## src/rtl/jk_counter_pkg.sv

```systemverilog
// rtl/jk_counter_pkg.sv - state and JK code definitions shared by the counter controller
package jk_counter_pkg;

  typedef enum logic [1:0] {
    IDLE = 2'd0,
    RUN  = 2'd1,
    DONE = 2'd2
  } state_e;

  typedef enum logic [1:0] {
    HOLD   = 2'b00,
    RESET  = 2'b01,
    SET    = 2'b10,
    TOGGLE = 2'b11
  } jk_code_e;

  // Only bits that actually change get a non-HOLD code, so each cell's inputs show the transition.
  function automatic jk_code_e jk_code(input logic cur, input logic nxt);
    if (cur == nxt) return HOLD;
    return nxt ? SET : RESET;
  endfunction

endpackage

```

## src/rtl/jk_cell.sv

```systemverilog
// rtl/jk_cell.sv - single JK flip-flop with asynchronous active-high reset
module jk_cell (
  input  logic clk,
  input  logic rst,
  input  logic j,
  input  logic k,
  output logic q,
  output logic qb
);

  logic q_q;

  always_ff @(posedge clk or posedge rst) begin
    if (rst) begin
      q_q <= 1'b0;
    end else begin
      case ({j, k})
        2'b01:   q_q <= 1'b0;
        2'b10:   q_q <= 1'b1;
        2'b11:   q_q <= ~q_q;
        default: q_q <= q_q;
      endcase
    end
  end

  assign q  = q_q;
  assign qb = ~q_q;

endmodule

```

## src/rtl/jk_counter_ctrl.sv

```systemverilog
// rtl/jk_counter_ctrl.sv - modulo up/down counter built on a JK flip-flop bank with IDLE/RUN/DONE control
module jk_counter_ctrl
  import jk_counter_pkg::*;
#(
  parameter int WIDTH   = 4,
  parameter int MODULUS = 10
) (
  input  logic             clk,
  input  logic             rst,
  input  logic             start,
  input  logic             stop,
  input  logic             load,
  input  logic [WIDTH-1:0] load_val,
  input  logic             up_dn,
  input  logic             oneshot,
  output logic [WIDTH-1:0] q,
  output logic [WIDTH-1:0] qb,
  output logic             tc,
  output logic             busy,
  output logic             done
);

  localparam logic [WIDTH-1:0] MAX_VAL = WIDTH'(MODULUS - 1);

  state_e           state_q, state_d;
  logic [WIDTH-1:0] cnt_d;
  logic [WIDTH-1:0] step_val;
  logic [WIDTH-1:0] load_clamped;
  logic [WIDTH-1:0] j_d, k_d;

  assign tc   = up_dn ? (q == MAX_VAL) : (q == '0);
  assign busy = (state_q == RUN);
  assign done = (state_q == DONE);

  assign step_val = up_dn ? ((q == MAX_VAL) ? '0 : q + WIDTH'(1))
                          : ((q == '0) ? MAX_VAL : q - WIDTH'(1));

  // Extra bit so MODULUS == 2**WIDTH never clamps a legal value.
  assign load_clamped = ({1'b0, load_val} >= (WIDTH + 1)'(MODULUS)) ? MAX_VAL : load_val;

  always_ff @(posedge clk or posedge rst) begin
    if (rst) state_q <= IDLE;
    else     state_q <= state_d;
  end

  always_comb begin
    state_d = state_q;
    cnt_d   = q;
    j_d     = '0;
    k_d     = '0;
    if (load) begin
      cnt_d = load_clamped;
      if (stop && state_q == RUN) state_d = IDLE;
    end else if (stop) begin
      if (state_q == RUN) state_d = IDLE;
    end else begin
      case (state_q)
        IDLE: if (start) state_d = RUN;
        RUN: begin
          if (oneshot && tc) state_d = DONE;
          else               cnt_d   = step_val;
        end
        DONE: begin
          if (start) begin
            state_d = RUN;
            cnt_d   = up_dn ? '0 : MAX_VAL;
          end
        end
        default: state_d = IDLE;
      endcase
    end
    for (int i = 0; i < WIDTH; i++) begin
      {j_d[i], k_d[i]} = jk_code(q[i], cnt_d[i]);
    end
  end

  for (genvar i = 0; i < WIDTH; i++) begin : g_cell
    jk_cell u_cell (
      .clk (clk),
      .rst (rst),
      .j   (j_d[i]),
      .k   (k_d[i]),
      .q   (q[i]),
      .qb  (qb[i])
    );
  end

endmodule

```

## config.mk

```make
export PLATFORM = sky130hd
export DESIGN_NAME = jk_counter_ctrl
export DESIGN_NICKNAME = d
export VERILOG_FILES = /design/src/rtl/jk_counter_pkg.sv /design/src/rtl/jk_cell.sv /design/src/rtl/jk_counter_ctrl.sv
export SDC_FILE = /design/constraint.sdc
export NUM_CORES = 1
export LEC_CHECK = 0
export BUFFER_PORTS_ARGS = -buffer_cell sky130_fd_sc_hd__buf_2
export CORE_MARGIN = 2
export CORE_UTILIZATION = 54
export CTS_BUF_LIST = sky130_fd_sc_hd__clkbuf_4
export DETAILED_ROUTE_END_ITERATION = 10
export PLACE_DENSITY = 0.78
export REMOVE_ABC_BUFFERS = 1
export SETUP_SLACK_MARGIN = 0.05
export SYNTH_ARGS = -nofsm -noshare
export SYNTH_HDL_FRONTEND = slang
export SYNTH_HIERARCHICAL = 1
export SYNTH_SLANG_ARGS = --single-unit
```

## constraint.sdc

```tcl
create_clock -name clk -period 3.2 [get_ports clk]
set_input_delay 0.32 -clock clk [delete_from_list [all_inputs] [get_ports clk]]
set_output_delay 0.32 -clock clk [all_outputs]
set_load 0.05 [all_outputs]
```

# [After elaboration in Yosys (flattened, before gate mapping)]
# Index checks and enable logic that the tools add are counted.
[op_classes] add_sub_neg=2 n_reduce_logical=10 n_eq_ne=23 bitwise=4 magnitude_cmp=1 n_mux=38
[ops] operator="2-to-1 mux 2 bit" n=18
[ops] operator="2-to-1 mux 4 bit" n=9
[ops] operator="== test 2 bit, second input constant" n=9
[ops] operator="one-hot mux 1 bit (3 select lines)" n=4
[ops] operator="nonzero test 3 bit" n=4
[ops] operator="== test 2 x 1 -> 1 bit, second input constant" n=5
[ops] operator="one-hot mux 4 bit (2 select lines)" n=1
[ops] operator="2-to-1 mux 1 bit" n=5
[ops] operator="adder 4 x 1 -> 4 bit, second input constant" n=1
[ops] operator="== test 1 bit" n=4
[ops] operator="== test 4 bit, second input constant" n=1
[ops] operator="greater-or-equal comparator 4 bit, second input constant" n=1
[ops] operator="logical NOT 4 bit" n=1
[ops] operator="inequality test 4 x 1 -> 1 bit, second input constant" n=1
[ops] operator="inequality test 4 x 3 -> 1 bit, second input constant" n=1
[ops] operator="inverter 1 bit" n=4
[ops] operator="one-hot mux 2 bit (2 select lines)" n=1
[ops] operator="AND reduction 4 bit" n=1
[ops] operator="subtractor 4 x 1 -> 4 bit, second input constant" n=1
[ops] operator="inequality test 3 x 1 -> 1 bit, second input constant" n=1
[ops] operator="logical AND 1 bit" n=2
[ops] operator="logical NOT 2 bit" n=1
[ops] operator="inequality test 2 x 1 -> 1 bit, second input constant" n=1
[ops] operator="OR reduction 2 bit" n=1
[totals] out_inout_bits=11 reg_bits=6

# [Longest topological paths before layout]
[depth] depth_word=12 mapped_depth=10 ltp_nobuf=9

# [Modules after synthesis]
# The synthesis kept the hierarchy.
[modules_own_cells] mod="jk_counter_ctrl" area_per_inst_um2=655.6 cells_each=99 instances=1
[modules_own_cells] mod="jk_cell" area_per_inst_um2=41.3 cells_each=5 instances=4

# [Worst setup path before layout]
# No wires, ideal clock.
[synth_path] path_type="reg-to-output" start="reg g_cell[0].u_cell.q_q" end="out tc" path_buffers=1 t_arrival_ns=2.328 setup_slack_ns=0.552 path_stages_with_launch=6 path_cell_list="dfrtp_1 clkbuf_1 inv_1 ha_1 or3b_4 a21oi_1"
[synth_via] elab_chain_len=2
[synth_lines] element="start, declared" line="jk_cell.sv:11" source="logic q_q;"
[synth_lines] element="start signal, assigned" line="jk_cell.sv:20" source="2'b11: q_q <= ~q_q;"
[synth_lines] element="start signal, assigned" line="jk_cell.sv:21" source="default: q_q <= q_q;"
[synth_lines] element="== test 4 bit / logical NOT 4 bit (equally long branches)" line="jk_counter_ctrl.sv:31" source="assign tc = up_dn ? (q == MAX_VAL) : (q == '0);"
[synth_lines] element="2-to-1 mux 1 bit (*)" line="jk_counter_ctrl.sv:31"
[synth_lines] element="end, declared" line="jk_counter_ctrl.sv:18" source="output logic tc,"
# Mark *: on every way between the ends. The rest lies on a longest branch, timed or not.

# [Worst setup path in the final report]
[layout_path] start="reg g_cell[0].u_cell.q_q" end="reg state_q[0]"
[layout_via] elab_chain_len=5
[layout_lines] element="== test 4 bit / logical NOT 4 bit (equally long branches)" line="jk_counter_ctrl.sv:31"
[layout_lines] element="2-to-1 mux 1 bit (*)" line="jk_counter_ctrl.sv:31"
[layout_lines] element="logical AND 1 bit (*)" line="jk_counter_ctrl.sv:60" source="if (oneshot && tc) state_d = DONE;"
[layout_lines] element="inequality test 4 x 3 -> 1 bit (no line) (*)"
[layout_lines] element="AND reduction 4 bit (no line) (*)"
[layout_lines] element="end signal, assigned" line="jk_counter_ctrl.sv:43" source="else state_q <= state_d;"
[layout_lines] element="end, declared" line="jk_counter_ctrl.sv:25" source="state_e state_q, state_d;"
# Marks and branches as above.
# A chain may end at the register's enable or synchronous reset.

==> flow_metrics.py <==
metrics = {
    "route": {
        "wl_per_cell_um": 13.06,
        "drc": 0,
        "viasPerCell": 5.669,
        "ant_nets": 0,
        "routed_wirelength_um": 2011,
        "num_vias": 873,
        "dr.pass1.iters": 4,
        "drt-initial-drc-count": 32,
    },
    "logic_synthesis": {
        "avgSynthCellArea_um2": 6.897,
        "yosys_register_bits": 6,
        "yosysWarnings": 6,
        "synth.distinct_cells": 39,
        "synth_cells": 119,
        "synth-seq-area-share": 0.1829,
        "syn_area_um2": 820.8,
    },
    "placed_design": {
        "detailed_place_hpwl_um": 1563,
        "port_buffers": 21,
        "gp_congestion": 0.8063,
    },
    "critical_path": {
        "arrival_ns": 2.56,
        "crit_family": "simple AND/OR/NAND/NOR gates",
        "slowest_delay_ns": 0.53,
        "critPathKind": "flip-flop to flip-flop",
        "critPathLaunch": "g_cell[0].u_cell/q",
        "cp.required_ns": 3.40,
        "endpoint_kind": "flip-flop",
        "crit_path_cell_trace": "inv_1 > ha_1 > or3b_4 > a211oi_4 > nor2b_2 > or4b_1 > nand2_1",
        "worst-path-buf-inv": 1,
        "r2r_start": "g_cell[0].u_cell/q",
        "cp_max_fo": 14,
        "start_kind": "flip-flop",
        "slowest_stage": "dfrtp_1",
    },
    "grt": {
        "grt_use_total": 0.2434,
        "grt_pass1_wl_um": 3436,
        "grt_max_degree": 18,
        "gr-total-overflow": 0,
        "grt_pass1_vias": 789,
        "antenna_found_initial": 0,
    },
    "cells_and_area": {
        "area_growth_pct": 16.46,
        "fin_nets": 157,
        "diodes": 0,
        "fin_util": 0.6497,
        "drive_gt1_frac": 0.2101,
    },
    "timing": {
        "fmax_mhz": 423.2,
        "setup_viol": 0,
        "final_hold_viol_count": 0,
        "min_period_over_period": 0.7384,
        "max_slew_margin": 0.6331,
        "rsz0062_at_grt": "false",
        "timing_worst_slew_pin_value_ns": 0.5504,
        "finalCriticalPeriod_ns": 2.363,
        "finalClockSkew_ns": 0.005918,
        "finalMaxSlewViolations": 0,
        "tns_ns": 0,
    },
    "cts": {
        "clockBufferDepth": 2,
        "worstSkewPairLatency_ns": 0.26,
        "clk_pin_slew_ns": 0.05,
        "tritoncts": "yes",
        "numClockSinks": 6,
        "cts_setup_buffers": 0,
        "cts-root-buf": "clkbuf_4",
        "cts_buffers": 3,
        "htreeDepth": 1,
    },
    "status": {
        "run_status": "complete, no violations",
    },
    "pwr": {
        "p_per_area_nw_per_um2": 1020,
        "leakage_nw": 0.4723,
        "ir_drop_uv": 580.7,
    },
    "floorplan": {
        "initial_core_util": 0.5578,
        "die_h_um": 42.99,
        "core_area_um2": 1471,
        "ioPinCount": 22,
        "rows": 14,
        "dieArea_um2": 1848,
        "die-width_um": 42.99,
    },
    "min_path": {
        "hold_path_class": "input port to flip-flop",
        "hp-start": "stop",
    },
    "job": {
        "cap_violations": 0,
    },
}
final timing paths:
kind,endpoint,slack [ns],cells after the start
setup / recovery,state_q[0],0.84,7
hold / removal,state_q[0],0.42,4
setup reg to reg,state_q[0],0.84,7
hold reg to reg,state_q[0],0.64,2
max in group asynchronous,state_q[0],2.58,3
min in group asynchronous,g_cell[2].u_cell/q,0.47,3
power breakdown:
group / internal, mW / switching [mW]
logic: 0.213 / 0.462
clock network: 0.0429 / 0.0340
registers: 0.110 / 0.112
registers in the layout, summed over array words and instances (netlist names):
signal           count
g_cell.u_cell/q      4
state_q              2
worst register-to-register path: cells and delay by family (launching register included):
family	cells	cell delay [ns]
fa+ha+maj	1	0.22
buf+inv	1	0.18
compound gates	1	0.30
simple gates	4	1.08
flops	1	0.53
what timing repair did:
action	CTS	global route
gates resized for setup	0	0
hold buffers	1	0
hold endpoints to repair	6	0
metrics by stage:
stage                     worst slack [ns]  instances  cell area [um2]  power, mW  hold slack (ns)
after floorplan                     0.6435        113            798.3     0.7338          0.04871
after global placement              0.9114        150            923.4     0.8864           0.1970
after detailed placement            0.8661        150            923.4     0.8975           0.1985
after CTS                           0.8449        154            955.9     0.9792           0.4231
after global routing                0.6933        154            955.9      1.051           0.4654
final                               0.8371        154            955.9     0.9750           0.4234
layer usage:
layer,up-vias,wire (um),global-route usage
met5,-,0,0
met4,0,18,0.07879
met3,2,102,0.03830
met2,25,914,0.3879
met1,391,977,0.3351
li1,455,-,-
placed cells by master (no fill, tap or decap), types with 2 or more instances in the layout:
| master | instances |
|---|---|
| ha_1 | 6 |
| a21o_1 | 2 |
| nand2b_1 | 3 |
| nor2b_1 | 3 |
| nand2_1 | 10 |
| dfrtp_1 | 6 |
| nand3_1 | 5 |
| nor2_1 | 14 |
| clkbuf_4 | 3 |
| o21ai_0 | 6 |
| a21oi_1 | 10 |
| a32oi_1 | 2 |
| nor3_1 | 2 |
| inv_1 | 17 |
| o31ai_1 | 2 |
| buf_2 | 21 |
| nand4_1 | 2 |
cell families after synthesis:
| kind of cell | Yosys count | synth area share |
|---|---|---|
| AND/OR/NAND/NOR | 48 | 0.3049 |
| multiplexers | 1 | 0.01372 |
| flip-flops | 6 | 0.1829 |
| AO/OA/AOI/OAI | 35 | 0.3019 |
| buffers and inverters | 23 | 0.1052 |
| adder cells (fa/ha/maj) | 6 | 0.09146 |
area by class of cell:
cell class                      count  area (um2)
Clock buffer                        3       22.52
Multi-Input combinational cell     90       584.3
Sequential cell                     6       150.1
Fill cell                         143       515.5
Inverter                           17       63.81
Tap cell                           16       20.02
Timing Repair Buffer               22       115.1
cells in the mapped netlist (all sizes together):
library cell | count | area (um2)
inv | 17 | 63.81
nor2 | 14 | 52.55
a21oi | 10 | 50.05
nand2 | 10 | 37.54
clkbuf | 6 | 22.52
dfrtp | 6 | 150.1
ha | 6 | 75.07
o21ai | 6 | 30.03
nand3 | 5 | 25.02
nor2b | 4 | 27.53
nand2b | 3 | 18.77
or3b | 3 | 28.78
a211oi | 2 | 27.53
a21o | 2 | 15.01
a32oi | 2 | 17.52
nand4 | 2 | 12.51
nor3 | 2 | 10.01
o31ai | 2 | 15.01
a22oi | 1 | 7.510
a311oi | 1 | 8.760
a31oi | 1 | 6.260
a32o | 1 | 10.01
and2 | 1 | 6.260
mux2 | 1 | 11.26
nand3b | 1 | 7.510
nor3b | 1 | 7.510
o2111ai | 1 | 8.760
o211a | 1 | 10.01
o211ai | 1 | 7.510
o21a | 1 | 7.510
o2bb2ai | 1 | 8.760
o311ai | 1 | 8.760
o31a | 1 | 8.760
or2 | 1 | 6.260
or4b | 1 | 10.01
No activity file was read; power rests on OpenSTA's default activity.
